==> src/rtl/launch_countdown.sv <==
// Launch countdown sequencer driven by a 1 Hz tick.
// Counts START_SECS down to zero, supports hold and abort, then asserts launch for
// LAUNCH_SECS ticks and pulses done on return to idle. All outputs are registered.
// Optional feature: define LAUNCH_COUNTDOWN_WARN_EN to add the final-seconds warn output.
module launch_countdown #(
  parameter int unsigned START_SECS  = 10,
  parameter int unsigned LAUNCH_SECS = 3
) (
  input  logic       clk,
  input  logic       rst,
  input  logic       tick_1hz,
  input  logic       start,
  input  logic       hold,
  input  logic       abort,
  output logic [6:0] secs_left,
  output logic [3:0] bcd_tens,
  output logic [3:0] bcd_ones,
  output logic [2:0] state,
`ifdef LAUNCH_COUNTDOWN_WARN_EN
  output logic       warn,
`endif
  output logic       launch,
  output logic       done
);

  localparam logic [6:0] StartVal  = 7'(START_SECS);
  localparam logic [3:0] LaunchVal = 4'(LAUNCH_SECS);
  localparam logic [3:0] StartTens = 4'(START_SECS / 10);
  localparam logic [3:0] StartOnes = 4'(START_SECS % 10);

  typedef enum logic [2:0] {
    StIdle    = 3'd0,
    StCount   = 3'd1,
    StHold    = 3'd2,
    StLaunch  = 3'd3,
    StAborted = 3'd4
  } state_e;

  state_e     state_q, state_d;
  logic [6:0] secs_q, secs_d;
  logic [3:0] lcnt_q, lcnt_d;
  logic [3:0] tens_q, tens_d;
  logic [3:0] ones_q, ones_d;
  logic       launch_q, done_q, done_d;

  // Next-state, seconds and launch-counter logic; abort > start > hold > tick.
  always_comb begin
    state_d = state_q;
    secs_d  = secs_q;
    lcnt_d  = lcnt_q;
    done_d  = 1'b0;
    case (state_q)
      StIdle: begin
        secs_d = StartVal;
        if (start) state_d = StCount;
      end
      StCount: begin
        if (abort) begin
          state_d = StAborted;
        end else if (hold) begin
          state_d = StHold;
        end else if (tick_1hz) begin
          if (secs_q <= 7'd1) begin
            secs_d  = '0;
            lcnt_d  = '0;
            state_d = StLaunch;
          end else begin
            secs_d = secs_q - 7'd1;
          end
        end
      end
      StHold: begin
        if (abort) begin
          state_d = StAborted;
        end else if (!hold) begin
          state_d = StCount;
        end
      end
      StLaunch: begin
        secs_d = '0;
        if (tick_1hz) begin
          lcnt_d = lcnt_q + 4'd1;
          if (lcnt_d == LaunchVal) begin
            state_d = StIdle;
            secs_d  = StartVal;
            lcnt_d  = '0;
            done_d  = 1'b1;
          end
        end
      end
      StAborted: begin
        if (start) begin
          state_d = StIdle;
          secs_d  = StartVal;
        end
      end
      default: begin
        state_d = StIdle;
        secs_d  = StartVal;
        lcnt_d  = '0;
      end
    endcase
  end

  // BCD digits are derived from the next seconds value so they register alongside it.
  always_comb begin
    tens_d = 4'(secs_d / 7'd10);
    ones_d = 4'(secs_d % 7'd10);
  end

  // State and output registers with synchronous reset.
  always_ff @(posedge clk) begin
    if (rst) begin
      state_q  <= StIdle;
      secs_q   <= StartVal;
      lcnt_q   <= '0;
      tens_q   <= StartTens;
      ones_q   <= StartOnes;
      launch_q <= 1'b0;
      done_q   <= 1'b0;
    end else begin
      state_q  <= state_d;
      secs_q   <= secs_d;
      lcnt_q   <= lcnt_d;
      tens_q   <= tens_d;
      ones_q   <= ones_d;
      launch_q <= (state_d == StLaunch);
      done_q   <= done_d;
    end
  end

`ifdef LAUNCH_COUNTDOWN_WARN_EN
  logic warn_q;

  // Warning tracks the registered state/seconds pair, so it drops on the edge into LAUNCH.
  always_ff @(posedge clk) begin
    if (rst) begin
      warn_q <= 1'b0;
    end else begin
      warn_q <= ((state_d == StCount) || (state_d == StHold)) && (secs_d <= 7'd3);
    end
  end

  assign warn = warn_q;
`endif

  assign secs_left = secs_q;
  assign bcd_tens  = tens_q;
  assign bcd_ones  = ones_q;
  assign state     = state_q;
  assign launch    = launch_q;
  assign done      = done_q;

endmodule

==> config.mk <==
export PLATFORM = sky130hd
export DESIGN_NAME = launch_countdown
export DESIGN_NICKNAME = d
export VERILOG_FILES = /design/src/rtl/launch_countdown.sv
export SDC_FILE = /design/constraint.sdc
export NUM_CORES = 1
export LEC_CHECK = 0
export ABC_AREA = 1
export BUFFER_PORTS_ARGS = -buffer_cell sky130_fd_sc_hd__buf_2
export CAP_MARGIN = 10
export CORE_ASPECT_RATIO = 1.1
export CORE_MARGIN = 5
export CORE_UTILIZATION = 60
export CTS_CLUSTER_DIAMETER = 120
export DETAILED_ROUTE_END_ITERATION = 8
export PLACE_DENSITY = 0.89
export SKIP_CTS_REPAIR_TIMING = 1
export SKIP_LAST_GASP = 1
export SYNTH_ARGS = -nofsm -noshare
export SYNTH_HDL_FRONTEND = slang
export SYNTH_SLANG_ARGS = --single-unit
==> constraint.sdc <==
create_clock -name clk -period 6.1 [get_ports clk]
set_input_delay 0.305 -clock clk [delete_from_list [all_inputs] [get_ports clk]]
set_output_delay 0.305 -clock clk [all_outputs]
set_load 0.1 [all_outputs]
==> flow_metrics.tcl, run 1 <==
set metrics [dict create \
    dieHeight_um 63.2 \
    hold_depth 3 \
    post_drt_wl_per_cell_um 11.1 \
    nets 265 \
    synth_top_area_cell "dfxtp_1" \
    initial_core_util_pct 62.0 \
    root_buffer "clkbuf_4" \
    final_layout_size_suffix_gt1_share_pct 26.1 \
    io_buffers 25 \
    std_cell_rows 19 \
    ys_top_cells_by_count "nand2_1, inv_1, dfxtp_1, nor2_1, nand3_1" \
    yosysTopAreaCellShare_pct 29.8 \
    clock_path_buffers 2 \
    required_ns 6.31 \
    track_usage_pct 18.2 \
    rsz0062_at_grt "no" \
    pin_count 26 \
    antenna_found_initial 0 \
    clkPwrFrac_pct 20.6 \
    avgSynthCellArea_um2 6.81 \
    tns_ns 0 \
    hold_path_class "in -> reg" \
    gp_congestion 0.900 \
    fin_crit_sh_pct 47.7 \
    cp_max_fo 5 \
    vias_per_cell 5.12 \
    period_minus_slack_ns 2.91 \
    vias 1454 \
    p_comb_share_pct 32.0 \
    power_uw 340 \
    cts_buffers 3 \
    wirelength_um 3150 \
    netlist_area_mm2 0.00155 \
    synth_nets 238 \
    skew_ns 0.00507 \
    arrival_ns 3.12 \
    fmax_ghz 0.344 \
    internal_power_uw 207 \
    numClockSinks 23 \
    die_area_mm2 0.00369 \
    synth_cell_types 31 \
    crit_path_start "secs_left[0]" \
    synth_seq_cells 23 \
    place_hpwl_um 2540 \
    cts_max_level 1 \
    synth_ff_type "dfxtp_1" \
    r2r_cells 26 \
    synthArstFlopShare_pct 0 \
    cts_tree "done" \
    drv_slew 0 \
    final-setup-viol-count 0 \
    power_density_mw_per_mm2 197 \
    die_x_um 58.4 \
    clk_pin_slew_worst_paths_ns 0.12 \
    drt_iter0_markers 46 \
    crit_type "reg -> reg" \
    hold_viol 0 \
    grt_pass1_vias 1318 \
    n_antenna_cell 0 \
    maxCapViolCount 0 \
    grt_overflow_total 0 \
    grt_max_degree 18 \
    min-delay-start "abort" \
    clk_latency_ns 0.30 \
    switchingPower_uw 133 \
    r2r_start "secs_left[0]" \
    seq_power_share_pct 47.4 \
    grt_pass1_wl_um 5480 \
    ant_nets 0 \
    coreArea_mm2 0.00250 \
    synth-seq-area-share_pct 29.8 \
    drc 0 \
    fill_cells 233 \
    cp-start-kind "register" \
    firstDrtPassIters 4 \
    relSlewSlack_pct 57.5 \
    syn_to_final_growth_pct 11.3 \
    yosysWarnings 0 \
    peakVddDrop_v 0.000136 \
    end_kind "register" \
    ys_top_cells_by_area "dfxtp_1, nand2_1, inv_1, nand3_1, nor2_1" \
    p_sw_share_pct 39.1 \
    status "complete, no violations" \
    synth_edf_count 0 \
    worst_slew_pin_slew_ns 0.638 \
    syn_inst 227 \
    p_leak_uw 0.000857 \
    yosys.cell_count.top_type "nand2_1" \
]
cell type report:
type	instances	area, µm²	share of cell area [%]
multi-input combinational	166	940	54.6
inverter	35	131	7.63
timing repair buffer	25	125	7.27
sequential	23	460	26.7
tap	31	38.8	2.25
clock buffer	4	26.3	1.53
state kept, by name, summed over array words and instances (netlist names):
| signal | flops |
|---|---|
| launch | 1 |
| done | 1 |
| bcd_ones | 3 |
| bcd_tens | 4 |
| secs_left | 7 |
| state | 3 |
| lcnt_q | 4 |
routing by layer:
metal | routed length [µm] | track usage (%) | vias up | part of all wire (%)
li1 | - | - | 782 | -
met1 | 1480 | 25.3 | 652 | 47
met2 | 1500 | 28.4 | 18 | 48
met3 | 155 | 2.45 | 2 | 4.9
met4 | 13 | 6.67 | 0 | 0.41
met5 | 0 | 0 | - | 0
worst max-delay path: stages, from the launching register on:
cell and delay (ns):
dfxtp_1 0.37, inv_1 0.13, ha_1 0.17, nand2_1 0.09, nor2_4 0.16, nand2_1 0.06
nand2_1 0.06, nand2_1 0.06, o21ai_1 0.18, nand3_1 0.18, nand3_4 0.15, nand2_4 0.07
nand2_2 0.07, nand2_1 0.06, nand2_2 0.07, inv_2 0.04, nand2_4 0.09, nand2_4 0.06
nand2_1 0.08, nand2_1 0.05, inv_1 0.06, ha_1 0.18, nand2_1 0.08, nand2_2 0.09
nand3_1 0.07, nand2_1 0.09, nor2_1 0.04
power groups by stage:
stage	Sequential, µW	Clock [µW]	Combinational, µW
final	161	69.8	109
after global routing	162	80.3	119
after CTS	161	73.5	109
after detailed placement	164	0	109
after global placement	164	0	107
after floorplan	205	0	50.5
per-stage QoR:
stage / worst slack (ns) / hold slack, ns / cells / utilization (%) / area, µm²
floorplan: 2.74 / 0.450 / 227 / - / 1550
global placement: 3.34 / 0.486 / 280 / 67.9 / 1700
CTS: 3.19 / 0.272 / 284 / 69.0 / 1720
detailed placement: 3.22 / 0.493 / 280 / 67.9 / 1700
finish: 3.19 / 0.283 / 284 / 69.0 / 1720
global route: 2.79 / 0.267 / 284 / 69.0 / 1720
final timing paths:
path / end / slack (ns)
setup / recovery: bcd_ones[1] / 3.19
hold / removal: state[2] / 0.28
setup reg to reg: bcd_ones[1] / 3.19
hold reg to reg: lcnt_q[2] / 0.51
layout by cell type (no fill, tap or decap), drive strengths merged:
master / n
nor2: 28
inv: 35
nand4: 6
xor2: 4
ha: 5
nor3: 3
buf: 25
o22ai: 1
a22oi: 1
o31ai: 1
a221oi: 1
a21oi: 14
dfxtp: 23
o21ai: 13
clkbuf: 4
o21a: 2
nand3: 23
nand2: 64
kinds of logic (layout without fill, tap and decap cells):
family	Yosys count	after routing	share of synthesized area, %
compound gates	33	33	12.9
xor+xnor	4	4	2.27
fa+ha+maj	5	5	4.05
buf+inv	38	64	9.47
flops	23	23	29.8
simple gates	124	124	41.6
Note: power is estimated with default switching activity, not from simulation.
==> run 2: changes to the inputs <==
--- a/config.mk
+++ b/config.mk
@@ -5,15 +5,15 @@
 export SDC_FILE = /design/constraint.sdc
 export NUM_CORES = 1
 export LEC_CHECK = 0
-export ABC_AREA = 1
+export ABC_AREA = 0
 export BUFFER_PORTS_ARGS = -buffer_cell sky130_fd_sc_hd__buf_2
 export CAP_MARGIN = 10
 export CORE_ASPECT_RATIO = 1.1
 export CORE_MARGIN = 5
-export CORE_UTILIZATION = 60
+export CORE_UTILIZATION = 56
 export CTS_CLUSTER_DIAMETER = 120
 export DETAILED_ROUTE_END_ITERATION = 8
-export PLACE_DENSITY = 0.89
+export PLACE_DENSITY = 0.84
 export SKIP_CTS_REPAIR_TIMING = 1
 export SKIP_LAST_GASP = 1
 export SYNTH_ARGS = -nofsm -noshare
==> constraint.sdc (replaced) <==
create_clock -name clk -period 2.7 [get_ports clk]
set_input_delay 0.135 -clock clk [delete_from_list [all_inputs] [get_ports clk]]
set_output_delay 0.135 -clock clk [all_outputs]
set_load 0.1 [all_outputs]
==> flow_metrics.tcl, run 2 <==
set metrics [dict create \
    crit_type "reg -> reg" \
    maxCapViolCount 0 \
    hold_viol 0 \
    r2r_start "secs_left[1]" \
    gp_congestion 0.901 \
    hold_end "state[2]" \
    preCtsSetupSlack_ns -0.264 \
    met3_usage_pct 1.94 \
    synth_nets 221 \
    worst_slack_ns -0.337 \
    final_util_pct 82.6 \
    cp.depth 16 \
    ant_nets 0 \
    place_area_mm2 0.00222 \
    path_cells "inv_1 -> ha_1 -> o21ba_2 -> nor4_4 -> buf_4 -> nor4_4 -> a211o_1 -> nand2_2 -> or3_1 -> a21oi_2 -> nor3_2 -> ha_2 -> buf_4 -> nand2_1 -> nand2_1 -> a221oi_2" \
    antenna_found_initial 0 \
    p_leak_uw 0.00102 \
    grt_overflow_total 0 \
    max_stage_delay_ns 0.37 \
    nets 294 \
    drt_iter0_markers 128 \
    violations "negative setup slack" \
    met2_usage_pct 44.5 \
    grt_pass1_vias 1687 \
    firstDrtPassIters 4 \
    grt_max_degree 23 \
    grt_util_met1_pct 27.5 \
    cp_max_fo 4 \
    synth_compound_area_share_pct 26.3 \
    avgSynthCellArea_um2 7.79 \
    clkPwrFrac_pct 17.8 \
    drc 0 \
    internal_power_uw 529 \
    slowest_stage "dfxtp_4" \
    grt.busiest_layer "met2" \
    period_minus_slack_ns 3.04 \
    peakVddDrop_v 0.000472 \
    switchingPower_uw 373 \
    p_comb_share_pct 42.4 \
    syn_inst 210 \
    skew_ns 0.00375 \
    muxShareOfSynthArea_pct 0.612 \
    synth_xor_area_share_pct 1.07 \
    yosys.cell_count.top_type "nor2_1" \
    synth_cell_types 58 \
    synth_edf_count 0 \
    cts_buffers 3 \
    status "complete, but fails checks" \
    fin_crit_sh_pct 112 \
    clk_latency_ns 0.31 \
    synth_seq_cells 23 \
    place_hpwl_um 3530 \
    worst-path-buf-inv 3 \
    std_cell_rows 20 \
    ys_top_cells_by_area "dfxtp_1, nor2_1, a21oi_1, ha_1, nand2_1" \
    seq_power_share_pct 39.8 \
    vias 1884 \
    hold_path_class "in -> reg" \
    vias_per_cell 5.98 \
    cp-start-kind "register" \
    r2r_setup_slack_ns -0.34 \
    min-delay-start "abort" \
    drv_slew 0 \
    n_antenna_cell 0 \
    largest_register_ff_count 7 \
    yosysTopAreaCellShare_pct 28.1 \
    cts_tree "done" \
    worst_slew_pin_slew_ns 0.518 \
    synth_top_area_cell "dfxtp_1" \
    ys_top_cells_by_count "nor2_1, dfxtp_1, a21oi_1, nand2_1, nor3_1" \
    end_kind "register" \
    initial_core_util_pct 58.9 \
    io_buffers 25 \
    numClockSinks 23 \
    clock_path_buffers 2 \
    root_buffer "clkbuf_4" \
    post_drt_wl_per_cell_um 14.9 \
    required_ns 2.93 \
    synth-seq-area-share_pct 28.1 \
    r2r_cells 16 \
    synth-simple-area-share_pct 35.3 \
    pin_count 26 \
    clk_pin_slew_worst_paths_ns 0.12 \
    timing.rr.end "bcd_ones[2]" \
    arrival_ns 3.27 \
    wirelength_um 4690 \
    synthArstFlopShare_pct 0 \
    yosysWarnings 0 \
    power_density_mw_per_mm2 394 \
    rsz0062_at_grt "yes" \
    layout_common_cells "buf_4, nor2_1, buf_2, a21oi_1, nand2_1" \
    grt_pass1_wl_um 7450 \
    die_x_um 61.5 \
    die_area_mm2 0.00410 \
    synth_fa_ha_area_share_pct 4.43 \
    syn_to_final_growth_pct 40.1 \
    synth_ff_type "dfxtp_1" \
    crit_path_start "secs_left[1]" \
    layout_commonest_cell "buf_4" \
    cts_max_level 1 \
    tns_ns -1.16 \
    coreArea_mm2 0.00278 \
    fmax_ghz 0.329 \
    dieHeight_um 66.7 \
    hold_depth 4 \
    final_layout_size_suffix_gt1_share_pct 42.9 \
    p_sw_share_pct 41.4 \
    final-setup-viol-count 4 \
    netlist_area_mm2 0.00164 \
    synth_top_family_by_area "simple AND/OR/NAND/NOR gates" \
    hold_ws_ns 0.211 \
    crit_family "simple AND/OR/NAND/NOR gates" \
    track_usage_pct 23.7 \
    finalInstanceArea_mm2 0.00229 \
    relSlewSlack_pct 64.6 \
]
run 2: changes by cell type after synthesis, moves of 7 or more:
cell	previous run	this run
inv_1	25	6
inv_2	10	0
nand2_1	50	16
nand2_2	11	0
nand2b_1	0	7
nand3_1	18	4
nor3_1	3	11
run 2: cell type report:
type	instances	area, µm²
tap	33	41.3
multi-input combinational	171	1190
timing repair buffer	78	523
inverter	6	22.5
fill	190	484
clock buffer	4	26.3
sequential	23	490
run 2: kinds of logic (layout without fill, tap and decap cells):
logic type | count (synthesis) | in the layout
buf+inv | 16 | 88
fa+ha+maj | 6 | 6
mux | 1 | 1
compound gates | 59 | 59
flops | 23 | 23
simple gates | 103 | 103
xor+xnor | 2 | 2
run 2: worst min-delay path, delay by kind of cell:
family	cells	cell delay, ns
AO/OA/AOI/OAI	1	0.07
AND/OR/NAND/NOR	1	0.07
buffers and inverters	2	0.22
run 2: metrics by stage:
stage / power (µW) / std cells
2_1_floorplan: 638 / 210
3_3_place_gp: 724 / 309
3_5_place_dp: 731 / 309
4_1_cts: 890 / 313
5_1_grt: 948 / 315
6_report: 903 / 315
run 2: worst max-delay path by stage:
stage / slack, ns / end
6_report: -0.34 / bcd_ones[2]
5_1_grt: -0.49 / bcd_ones[2]
4_1_cts: -0.29 / bcd_ones[1]
3_5_place_dp: -0.26 / bcd_ones[1]
3_3_place_gp: -0.18 / bcd_tens[0]
2_1_floorplan: -0.39 / bcd_tens[0]
run 2: metal layers:
layer	part of all wire [%]	wire [µm]
met1	42	1960
met2	53	2490
met4	1.7	80
met3	3.4	160
met5	0	0
run 2: power by group through the flow:
stage                     Combinational [µW]  Sequential, µW  Clock [µW]
after global placement                   357             367           0
after CTS                                367             359         164
after floorplan                          145             493           0
after global routing                     405             361         181
final                                    383             359         161
after detailed placement                 365             367           0
